[config.mk]
export PLATFORM = sky130hd
export DESIGN_NAME = arch_state_loader
export DESIGN_NICKNAME = d
export VERILOG_FILES = /design/src/rtl/arch_loader_pkg.sv /design/src/rtl/arch_loader_idx_seq.sv /design/src/rtl/arch_state_loader.sv
export SDC_FILE = /design/constraint.sdc
export NUM_CORES = 1
export LEC_CHECK = 0
export CAP_MARGIN = 5
export CORE_ASPECT_RATIO = 1.75
export CORE_UTILIZATION = 27
export DETAILED_ROUTE_END_ITERATION = 10
export SYNTH_ARGS = -nofsm -noshare
export SYNTH_HDL_FRONTEND = slang
export SYNTH_SLANG_ARGS = --single-unit
[constraint.sdc]
create_clock -name clock -period 2.5 [get_ports clock]
set_clock_uncertainty 0.1 [all_clocks]
set_input_delay 0.5 -clock clock [delete_from_list [all_inputs] [get_ports clock]]
set_output_delay 0.5 -clock clock [all_outputs]
set_load 0.01 [all_outputs]
[src/rtl/arch_loader_pkg.sv]
// Shared types and index helpers for the architectural-state loader.
// The per-hart table layout is: XPR x1.., FPR f0.., CSRs, PC last.
package arch_loader_pkg;

  localparam int REG_NUM_W = 12;

  typedef enum logic [1:0] {
    WR_XPR = 2'd0,
    WR_FPR = 2'd1,
    WR_CSR = 2'd2,
    WR_PC  = 2'd3
  } wr_kind_e;

  typedef enum logic [2:0] {
    S_IDLE  = 3'd0,
    S_REQ   = 3'd1,
    S_WAIT  = 3'd2,
    S_WRITE = 3'd3,
    S_DONE  = 3'd4,
    S_ERROR = 3'd5
  } state_e;

  typedef struct packed {
    wr_kind_e               kind;
    logic [REG_NUM_W-1:0]   num;
  } kind_num_t;

  function automatic int entries_per_hart(input int num_xpr, input int num_fpr,
                                          input int num_csr);
    return (num_xpr - 1) + num_fpr + num_csr + 1;
  endfunction

  // For CSR entries num is the slot number; the real address comes with the data.
  function automatic kind_num_t kind_of_idx(input int idx, input int num_xpr,
                                            input int num_fpr, input int num_csr);
    kind_num_t res;
    res.kind = WR_PC;
    res.num  = '0;
    if (idx < num_xpr - 1) begin
      res.kind = WR_XPR;
      res.num  = REG_NUM_W'(idx + 1);
    end else if (idx < num_xpr - 1 + num_fpr) begin
      res.kind = WR_FPR;
      res.num  = REG_NUM_W'(idx - (num_xpr - 1));
    end else if (idx < num_xpr - 1 + num_fpr + num_csr) begin
      res.kind = WR_CSR;
      res.num  = REG_NUM_W'(idx - (num_xpr - 1 + num_fpr));
    end
    return res;
  endfunction

endpackage

[src/rtl/arch_loader_idx_seq.sv]
// Hart/entry sequencer: walks the state table, skipping the FPR block of
// harts whose FP unit is off, and decodes each index into kind and register.
module arch_loader_idx_seq
  import arch_loader_pkg::*;
#(
  parameter  int NUM_HARTS  = 1,
  parameter  int NUM_XPR    = 32,
  parameter  int NUM_FPR    = 32,
  parameter  int NUM_CSR    = 16,
  parameter  int CSR_ADDR_W = 12,
  localparam int ENTRIES    = entries_per_hart(NUM_XPR, NUM_FPR, NUM_CSR),
  localparam int HART_W     = $clog2(NUM_HARTS) + 1,
  localparam int IDX_W      = $clog2(ENTRIES)
) (
  input  logic                  clock,
  input  logic                  reset,
  input  logic                  i_clear,
  input  logic                  i_advance,
  input  logic [NUM_HARTS-1:0]  i_fp_en,
  output logic [HART_W-1:0]     o_hart,
  output logic [IDX_W-1:0]      o_idx,
  output wr_kind_e              o_kind,
  output logic [CSR_ADDR_W-1:0] o_reg_num,
  output logic                  o_last
);

  localparam int LAST_XPR_IDX  = NUM_XPR - 2;
  localparam int FIRST_CSR_IDX = NUM_XPR - 1 + NUM_FPR;

  logic [HART_W-1:0] r_hart;
  logic [IDX_W-1:0]  r_idx;
  logic              w_fp_cur;
  logic              w_idx_last;
  logic              w_hart_last;
  kind_num_t         w_kn;

  always_comb begin
    w_fp_cur = 1'b0;
    for (int h = 0; h < NUM_HARTS; h++) begin
      if (r_hart == HART_W'(h)) w_fp_cur = i_fp_en[h];
    end
  end

  assign w_idx_last  = (r_idx == IDX_W'(ENTRIES - 1));
  assign w_hart_last = (r_hart == HART_W'(NUM_HARTS - 1));

  always_ff @(posedge clock or negedge reset) begin
    if (!reset) begin
      r_hart <= '0;
      r_idx  <= '0;
    end else if (i_clear) begin
      r_hart <= '0;
      r_idx  <= '0;
    end else if (i_advance) begin
      if (w_idx_last) begin
        r_idx  <= '0;
        r_hart <= r_hart + 1'b1;
      end else if (r_idx == IDX_W'(LAST_XPR_IDX) && !w_fp_cur) begin
        r_idx  <= IDX_W'(FIRST_CSR_IDX);
      end else begin
        r_idx  <= r_idx + 1'b1;
      end
    end
  end

  always_comb w_kn = kind_of_idx(int'(r_idx), NUM_XPR, NUM_FPR, NUM_CSR);

  assign o_hart    = r_hart;
  assign o_idx     = r_idx;
  assign o_kind    = w_kn.kind;
  assign o_reg_num = CSR_ADDR_W'(w_kn.num);
  assign o_last    = w_idx_last && w_hart_last;

endmodule

[src/rtl/arch_state_loader.sv]
// Multi-hart architectural-state loader: streams each hart's table over a
// valid/ready write port, then releases all core resets together.
// Optional watchdog: define ARCH_LOADER_TIMEOUT_EN.
module arch_state_loader
  import arch_loader_pkg::*;
#(
  parameter  int NUM_HARTS      = 1,
  parameter  int XLEN           = 64,
  parameter  int NUM_XPR        = 32,
  parameter  int NUM_FPR        = 32,
  parameter  int NUM_CSR        = 16,
  parameter  int CSR_ADDR_W     = 12,
  parameter  int TIMEOUT_CYCLES = 1024,
  localparam int ENTRIES        = entries_per_hart(NUM_XPR, NUM_FPR, NUM_CSR),
  localparam int HART_W         = $clog2(NUM_HARTS) + 1,
  localparam int IDX_W          = $clog2(ENTRIES)
) (
  input  logic                  clock,
  input  logic                  reset,
  input  logic                  i_start,
  input  logic [NUM_HARTS-1:0]  i_fp_en,
  output logic                  o_tbl_req_valid,
  output logic [HART_W-1:0]     o_tbl_req_hart,
  output logic [IDX_W-1:0]      o_tbl_req_idx,
  input  logic                  i_tbl_rsp_valid,
  input  logic [XLEN-1:0]       i_tbl_rsp_data,
  input  logic [CSR_ADDR_W-1:0] i_tbl_rsp_addr,
  output logic                  o_wr_valid,
  input  logic                  i_wr_ready,
  output logic [HART_W-1:0]     o_wr_hart,
  output logic [1:0]            o_wr_kind,
  output logic [CSR_ADDR_W-1:0] o_wr_addr,
  output logic [XLEN-1:0]       o_wr_data,
  output logic [NUM_HARTS-1:0]  o_core_rst_n,
  output logic                  o_busy,
  output logic                  o_done,
  output logic                  o_error
);

  if (TIMEOUT_CYCLES < 2) begin : g_bad_timeout
    $error("arch_state_loader: TIMEOUT_CYCLES must be at least 2");
  end

  state_e                r_state;
  state_e                w_next;
  logic [NUM_HARTS-1:0]  r_fp_en;
  logic [XLEN-1:0]       r_data;
  logic [CSR_ADDR_W-1:0] r_csr_addr;
  logic                  r_busy;
  logic                  r_done;
  logic [NUM_HARTS-1:0]  r_core_rst_n;

  logic                  w_start_ok;
  logic                  w_wr_fire;
  logic                  w_timeout;
  logic                  w_to_error;
  logic                  w_last;
  logic [HART_W-1:0]     w_hart;
  logic [IDX_W-1:0]      w_idx;
  wr_kind_e              w_kind;
  logic [CSR_ADDR_W-1:0] w_reg_num;

  assign w_start_ok = i_start &&
                      (r_state == S_IDLE || r_state == S_DONE || r_state == S_ERROR);
  assign w_wr_fire  = (r_state == S_WRITE) && i_wr_ready;
  assign w_to_error = (r_state == S_WAIT || r_state == S_WRITE) && (w_next == S_ERROR);

  arch_loader_idx_seq #(
    .NUM_HARTS  (NUM_HARTS),
    .NUM_XPR    (NUM_XPR),
    .NUM_FPR    (NUM_FPR),
    .NUM_CSR    (NUM_CSR),
    .CSR_ADDR_W (CSR_ADDR_W)
  ) u_idx_seq (
    .clock     (clock),
    .reset     (reset),
    .i_clear   (w_start_ok),
    .i_advance (w_wr_fire),
    .i_fp_en   (r_fp_en),
    .o_hart    (w_hart),
    .o_idx     (w_idx),
    .o_kind    (w_kind),
    .o_reg_num (w_reg_num),
    .o_last    (w_last)
  );

  // NOTE: state registers use non-blocking assignments so every flop samples
  // pre-edge values regardless of process evaluation order.
  always_ff @(posedge clock or negedge reset) begin
    if (!reset) r_state <= S_IDLE;
    else        r_state <= w_next;
  end

  // NOTE: w_next gets its default before the case so no path leaves it
  // unassigned, which would otherwise infer a latch.
  always_comb begin
    w_next = r_state;
    case (r_state)
      S_IDLE, S_DONE, S_ERROR: if (i_start) w_next = S_REQ;
      S_REQ:                   w_next = S_WAIT;
      S_WAIT: begin
        if (i_tbl_rsp_valid) w_next = S_WRITE;
        else if (w_timeout)  w_next = S_ERROR;
      end
      S_WRITE: begin
        if (i_wr_ready)     w_next = w_last ? S_DONE : S_REQ;
        else if (w_timeout) w_next = S_ERROR;
      end
      default:                 w_next = S_IDLE;
    endcase
  end

  always_ff @(posedge clock or negedge reset) begin
    if (!reset) begin
      r_fp_en    <= '0;
      r_data     <= '0;
      r_csr_addr <= '0;
    end else begin
      if (w_start_ok) r_fp_en <= i_fp_en;
      if (r_state == S_WAIT && i_tbl_rsp_valid) begin
        r_data     <= i_tbl_rsp_data;
        r_csr_addr <= i_tbl_rsp_addr;
      end
    end
  end

  // Core resets only rise from DONE, one cycle after the last write lands.
  always_ff @(posedge clock or negedge reset) begin
    if (!reset) begin
      r_busy       <= 1'b0;
      r_done       <= 1'b0;
      r_core_rst_n <= '0;
    end else if (w_start_ok) begin
      r_busy       <= 1'b1;
      r_done       <= 1'b0;
      r_core_rst_n <= '0;
    end else if (r_state == S_DONE && r_busy) begin
      r_busy       <= 1'b0;
      r_done       <= 1'b1;
      r_core_rst_n <= '1;
    end else if (w_to_error) begin
      r_busy       <= 1'b0;
      r_done       <= 1'b1;
    end
  end

`ifdef ARCH_LOADER_TIMEOUT_EN
  localparam int TO_W = $clog2(TIMEOUT_CYCLES);

  logic [TO_W-1:0] r_wdog;
  logic            r_error;

  // Any state change restarts the count, so each WAIT/WRITE visit starts at 0.
  always_ff @(posedge clock or negedge reset) begin
    if (!reset)                                        r_wdog <= '0;
    else if (w_next != r_state)                        r_wdog <= '0;
    else if (r_state == S_WAIT || r_state == S_WRITE)  r_wdog <= r_wdog + 1'b1;
  end

  assign w_timeout = (r_state == S_WAIT || r_state == S_WRITE) &&
                     (r_wdog == TO_W'(TIMEOUT_CYCLES - 1));

  always_ff @(posedge clock or negedge reset) begin
    if (!reset)          r_error <= 1'b0;
    else if (w_start_ok) r_error <= 1'b0;
    else if (w_to_error) r_error <= 1'b1;
  end

  assign o_error = r_error;
`else
  assign w_timeout = 1'b0;
  assign o_error   = 1'b0;
`endif

  assign o_tbl_req_valid = (r_state == S_REQ);
  assign o_tbl_req_hart  = o_tbl_req_valid ? w_hart : '0;
  assign o_tbl_req_idx   = o_tbl_req_valid ? w_idx  : '0;

  assign o_wr_valid = (r_state == S_WRITE);
  assign o_wr_hart  = o_wr_valid ? w_hart : '0;
  assign o_wr_kind  = o_wr_valid ? w_kind : WR_XPR;
  assign o_wr_addr  = !o_wr_valid        ? '0 :
                      (w_kind == WR_CSR) ? r_csr_addr : w_reg_num;
  assign o_wr_data  = o_wr_valid ? r_data : '0;

  assign o_core_rst_n = r_core_rst_n;
  assign o_busy       = r_busy;
  assign o_done       = r_done;

endmodule
Word level (Yosys, flattened, before mapping)
Index checks and enable logic that the tools add are counted.
{"block": "classes", "add_sub_neg": 5, "n_lt_le_gt_ge": 3, "eq_ne": 9, "mux": 31, "n_bitwise": 1, "n_reduce_logical": 18}
{"op": "$mux W64", "count": 1}
{"op": "$mux W7", "count": 5}
{"op": "$mux W14", "count": 2}
{"op": "$mux W12", "count": 2}
{"op": "$mux W1", "count": 14}
{"op": "$mux W13", "count": 1}
{"op": "$mux W3", "count": 4}
{"op": "$pmux W3 S4", "count": 1}
{"op": "$eq A3 B3 Y1 const B", "count": 3}
{"op": "$add A7 B1 Y8 const B", "count": 1}
{"op": "$sub A7 B5 Y8 const B", "count": 1}
{"op": "$sub A7 B6 Y8 const B", "count": 1}
{"op": "$add A7 B1 Y7 const B", "count": 1}
{"op": "$eq A7 B5 Y1 const B", "count": 1}
{"op": "$eq A7 B7 Y1 const B", "count": 1}
{"op": "$logic_and A1 B1 Y1", "count": 7}
{"op": "$lt A7 B5 Y1 const B", "count": 1}
{"op": "$lt A7 B6 Y1 const B", "count": 1}
{"op": "$lt A7 B7 Y1 const B", "count": 1}
{"op": "$eq A3 B2 Y1 const B", "count": 2}
{"op": "$reduce_bool A2 Y1", "count": 3}
{"op": "$eq A3 B1 Y1 const B", "count": 1}
{"op": "$logic_not A3 Y1", "count": 1}
{"op": "$logic_or A1 B1 Y1", "count": 3}
{"op": "other kinds (8)", "count": 8}
{"block": "totals", "ff_bits": 91, "inputBits": 82, "out_inout_bits": 93, "elab_cells": 76}

Longest topological paths before layout
{"block": "logic_depth", "word_depth": 10, "mapped_depth": 7, "depth_no_buf": 6}

Modules after synthesis
A second synthesis with hierarchy kept.
{"block": "hier_totals", "hier_cells": 417, "hier_area_um2": 4757.1}
{"module": "arch_state_loader", "n_inst": 1, "cells_per_inst": 329, "area_per_inst_um2": 4068.9, "seq_area_each_um2": 2077.0}
{"module": "arch_loader_idx_seq", "n_inst": 1, "cells_per_inst": 88, "area_per_inst_um2": 688.2, "seq_area_each_um2": 200.2}

Worst setup path after synthesis
OpenSTA, ideal clock, no wires.
{"block": "synth_timing", "path_kind": "register to output", "from": "register u_idx_seq.r_idx[1] (netlist: u_idx_seq.o_idx[1])", "to": "output o_wr_addr[3]", "arrival_ns": 1.793, "t_required_ns": 1.900, "path_slack_ns": 0.107, "path_stages_with_launch": 8, "path_buffers": 2, "cell_sequence": "dfrtp_1 -> ha_1 -> and3_1 -> buf_6 -> a32oi_2 -> buf_6 -> nor2_1 -> a311oi_1"}
{"block": "synth_via", "elab_chain_len": 7, "elab_cells_between_ends": 12, "classes_between": "add/sub: 3; order compare: 3; eq/ne: 1; mux: 5"}
{"element": "start, declared", "line_no": "arch_loader_idx_seq.sv:31", "rtl": "logic [IDX_W-1:0] r_idx;"}
{"element": "start signal, assigned", "line_no": "arch_loader_idx_seq.sv:59", "rtl": "r_idx <= IDX_W'(FIRST_CSR_IDX);"}
{"element": "start signal, assigned", "line_no": "arch_loader_idx_seq.sv:61", "rtl": "r_idx <= r_idx + 1'b1;"}
{"element": "$lt A7 B7 Y1", "line_no": "arch_loader_pkg.sv:45", "rtl": "end else if (idx < num_xpr - 1 + num_fpr + num_csr) begin"}
{"element": "$mux W13", "line_no": "arch_loader_pkg.sv:45"}
{"element": "$mux W14", "line_no": "arch_loader_pkg.sv:42", "rtl": "end else if (idx < num_xpr - 1 + num_fpr) begin"}
{"element": "$mux W14 *", "line_no": "arch_loader_pkg.sv:39", "rtl": "if (idx < num_xpr - 1) begin"}
{"element": "$eq A2 B2 Y1", "line_no": "arch_state_loader.sv:183", "rtl": "(w_kind == WR_CSR) ? r_csr_addr : w_reg_num;"}
{"element": "$mux W12 *", "line_no": "arch_state_loader.sv:183"}
{"element": "$mux W12 *", "line_no": "arch_state_loader.sv:182", "rtl": "assign o_wr_addr = !o_wr_valid ? '0 :"}
{"element": "end, declared", "line_no": "arch_state_loader.sv:32", "rtl": "output logic [CSR_ADDR_W-1:0] o_wr_addr,"}
Every way passes the cells marked *; elsewhere a longest branch is shown, timed or not.

Worst setup path after layout
{"block": "layout_timing", "from": "register u_idx_seq.r_idx[1] (netlist: u_idx_seq.o_idx[1])", "to": "output o_wr_addr[4]"}
The elaborated chain is that of the path after synthesis.

==> summary.md <==
| Metric | Value |
|---|---|
| Largest net degree at the start of global routing | `48` |
| Failing checks | `negative setup slack` |
| Setup WS post-layout | `-0.126 ns` |
| Syn_area_per_cell | `11.8 µm²` |
| Final setup fails | `10` |
| Row cnt | `62` |
| Critical-path maximum fanout | `3` |
| Reg2reg end | `u_idx_seq.o_idx[3]$_DFFE_PN0P_` |
| Max cap viols | `0` |
| Setup TNS | `-0.745 ns` |
| Critical path arrival | `2.03 ns` |
| Antenna violations before repair | `0` |
| DRC Markers | `0` |
| Number of global-route vias before repair | `3982` |
| Crit path kind | `reg -> out` |
| Post-synthesis sequential element count | `91` |
| Iteration-0 DRC Markers | `65` |
| Skew-Pair Late Insertion Delay | `0.34 ns` |
| CTS clk-pin slew, worst paths | `0.06 ns` |
| Global-route wire length before repair | `21.1 mm` |
| Die Wd | `99.8 µm` |
| Root buffer cell | `clkbuf_16` |
| Post-synthesis instance area | `4520 µm²` |
| Slew @ Worst Pin | `0.608 ns` |
| Via count | `3762` |
| RSZ-0062 raised after global routing | `true` |
| Worst slack at placement | `-0.287 ns` |
| Period minus WS final | `2.63 ns` |
| Worst R2R Start | `u_idx_seq.o_idx[1]$_DFFE_PN0P_` |
| Slew margin rel. | `0.594` |
| Wire length per cell | `16.7 µm` |
| Post-synthesis instance total | `382` |
| Hold Crit Class | `in -> async` |
| Synth Flop Type | `dfrtp_1` |
| Final Max Tran Viols | `0` |
| Routed vias/inst | `4.58` |
| R2R cell count | `8` |
| Final hold violation count | `0` |
| Final non-filler cell total | `821` |
| Synth cell types | `50` |
| P per Cell Area | `1070 nW/µm²` |
| Max Fclk | `0.381 GHz` |
| Share of layout cells above drive strength 1 | `0.318` |
| Crit path capture type | `output pin` |
| DR pass1 iterations | `4` |
| Number of flops mapped to enable cells by yosys | `0` |
| Placed insts | `790` |
| Leakage power | `3.17 nW` |
| Area of the multi-input gates | `2130 µm²` |
| H-tree levels | `3` |
| Status | `finished with violations` |
| Total GRT Usage | `0.161` |
| GPL Wtd Cong | `0.820` |
| Antenna diodes | `0` |
| Yosys warning total | `0` |
| Final period util | `1.05` |
| Hold buffer count at CTS | `0` |
| DIE AREA | `17300 µm²` |
| Fillers | `1570` |
| Syn nets | `466` |
| Overall die height | `173 µm` |
| Final nets | `677` |
| Critical Path RT | `1.90 ns` |
| Post-route antenna net violation count | `0` |
| DPL Wire Length | `9.93 mm` |
| CP Launch Type | `flip-flop` |
| Max VDD drop | `0.570 mV` |
| CTS Buf Count | `9` |
| Port bufs | `173` |
| Global route overflow | `0` |
| IO Pins | `175` |
| Initial Utilization | `0.276` |
| Sequential area share after synthesis | `0.504` |
| FF-to-FF setup slack | `0.39 ns` |
| Syn-to-layout area delta | `59.0%` |
| Overall power | `7.67 mW` |
| Ys async rst share | `1.00` |
| CTS tree | `done` |
| CTS Buffer Depth | `2` |
| Clock sink count | `91` |
| Routed WL | `13.7 mm` |
| Reg area | `2280 µm²` |
| Core area | `16400 µm²` |
==> metal layers <==
layer | vias to the layer above | GRT usage | wire, µm
met5 | - | 0 | 0
met4 | 0 | 0.0888 | 482
met3 | 33 | 0.0271 | 496
met2 | 115 | 0.307 | 7990
met1 | 1864 | 0.160 | 4710
li1 | 1750 | - | -
==> cell type report <==
type,instances,area share
clock buffers,13,0.0348
clock inverters,2,0.00836
inverters,5,0.00418
multi-input cells,259,0.297
flip-flops and latches,91,0.317
well taps,224,0.0390
repair buffers,227,0.299
==> cell families (layout without fill, tap and decap cells) <==
logic type | Yosys count | count (layout) | synth area share
buffers and inverters | 32 | 247 | 0.0454
DFF | 91 | 91 | 0.504
and+or+nand+nor | 126 | 126 | 0.166
xor gates and xnor gates | 1 | 1 | 0.00194
adders and majority gates | 2 | 2 | 0.00554
AOI/OAI and AO/OA | 52 | 52 | 0.0842
muxes | 77 | 77 | 0.192
other | 1 | 1 | 0.000830
==> critical path, cell delays in order (launching register included) <==
cell and delay [ns]:
dfrtp_1 0.40, ha_2 0.20, and3_4 0.20, a32oi_4 0.18, buf_6 0.14, buf_6 0.10
nor2_2 0.03, a311oi_1 0.24, buf_2 0.19
==> registers in the layout, summed over array words and instances, names as in the netlist, 3 cells and up <==
name and flops:
r_csr_addr 12, r_state 3, u_idx_seq.o_idx 7, r_data 64
==> per-stage QoR <==
stage / util / hold slack, ns / area [µm²]
6_report: 0.439 / 0.0695 / 7180
5_1_grt: 0.439 / 0.0969 / 7180
4_1_cts: 0.432 / 0.0841 / 7070
3_5_place_dp: 0.407 / 0.387 / 6670
3_3_place_gp: 0.407 / 0.381 / 6670
2_1_floorplan: - / 0.104 / 4520
==> worst max-delay path by stage <==
stage                                         startpoint      endpoint  cells after the start
final                     u_idx_seq.o_idx[1]$_DFFE_PN0P_  o_wr_addr[4]                      8
after global placement    u_idx_seq.o_idx[0]$_DFFE_PN0P_  o_wr_addr[5]                      7
after floorplan           u_idx_seq.o_idx[1]$_DFFE_PN0P_  o_wr_addr[3]                      7
after global routing      u_idx_seq.o_idx[1]$_DFFE_PN0P_  o_wr_addr[4]                      8
after detailed placement  u_idx_seq.o_idx[0]$_DFFE_PN0P_  o_wr_addr[5]                      7
after CTS                 u_idx_seq.o_idx[1]$_DFFE_PN0P_  o_wr_addr[3]                      8
==> layout by cell type (no fill, tap or decap), types with 2 or more instances in the layout <==
| cell type | Yosys | routed |
|---|---|---|
| clkdlybuf4s50_1 | 0 | 93 |
| dfrtp_1 | 91 | 91 |
| mux2_2 | 76 | 76 |
| and2_1 | 66 | 66 |
| buf_4 | 2 | 36 |
| dlygate4sd2_1 | 0 | 31 |
| clkdlybuf4s15_1 | 0 | 29 |
| buf_6 | 9 | 17 |
| nand2_1 | 11 | 10 |
| buf_2 | 8 | 10 |
| a21oi_1 | 10 | 9 |
| and3_1 | 11 | 9 |
| clkbuf_16 | 0 | 9 |
| o21ai_0 | 9 | 8 |
| nor2_1 | 12 | 8 |
| a21o_1 | 6 | 6 |
| buf_12 | 0 | 6 |
| o21a_1 | 5 | 5 |
| clkbuf_2 | 0 | 5 |
| nand2b_1 | 4 | 4 |
| a31oi_1 | 5 | 4 |
| inv_1 | 4 | 3 |
| nand4b_1 | 3 | 3 |
| nand3_1 | 5 | 3 |
| nor2_2 | 1 | 3 |
| clkbuf_1 | 8 | 3 |
| nand2_2 | 1 | 2 |
| and3_4 | 0 | 2 |
| o22ai_1 | 2 | 2 |
| nand4_1 | 2 | 2 |
| nor2_4 | 0 | 2 |
| a311oi_1 | 3 | 2 |
| a211oi_2 | 0 | 2 |
| a21oi_2 | 1 | 2 |
| bufinv_16 | 0 | 2 |
==> Yosys cell counts, types with 5 or more instances <==
cell / number / area (µm²)
a31oi_1: 5 / 31.3
mux2_2: 76 / 856
o21a_1: 5 / 37.5
o21ai_0: 9 / 45.0
clkbuf_1: 8 / 30.0
a21o_1: 6 / 45.0
buf_6: 9 / 101
and3_1: 11 / 68.8
buf_2: 8 / 40.0
nand3_1: 5 / 25.0
and2_1: 66 / 413
a21oi_1: 10 / 50.1
nor2_1: 12 / 45.0
dfrtp_1: 91 / 2280
nand2_1: 11 / 41.3
==> power by group <==
group          leakage (nW)  total (mW)  switching (mW)  internal [mW]
clock                 0.150        1.46           0.560          0.900
combinational          1.94        3.67            1.63           2.04
sequential             1.09        2.54           0.361           2.18
==> what timing repair did <==
action,4_1_cts,5_1_grt
resized for setup,158,57
setup endpoints to repair,81,31
pin swaps,9,5
buffers inserted,12,5
endpoints found under the hold margin,0,0
Note: power is estimated with default switching activity, not from simulation.
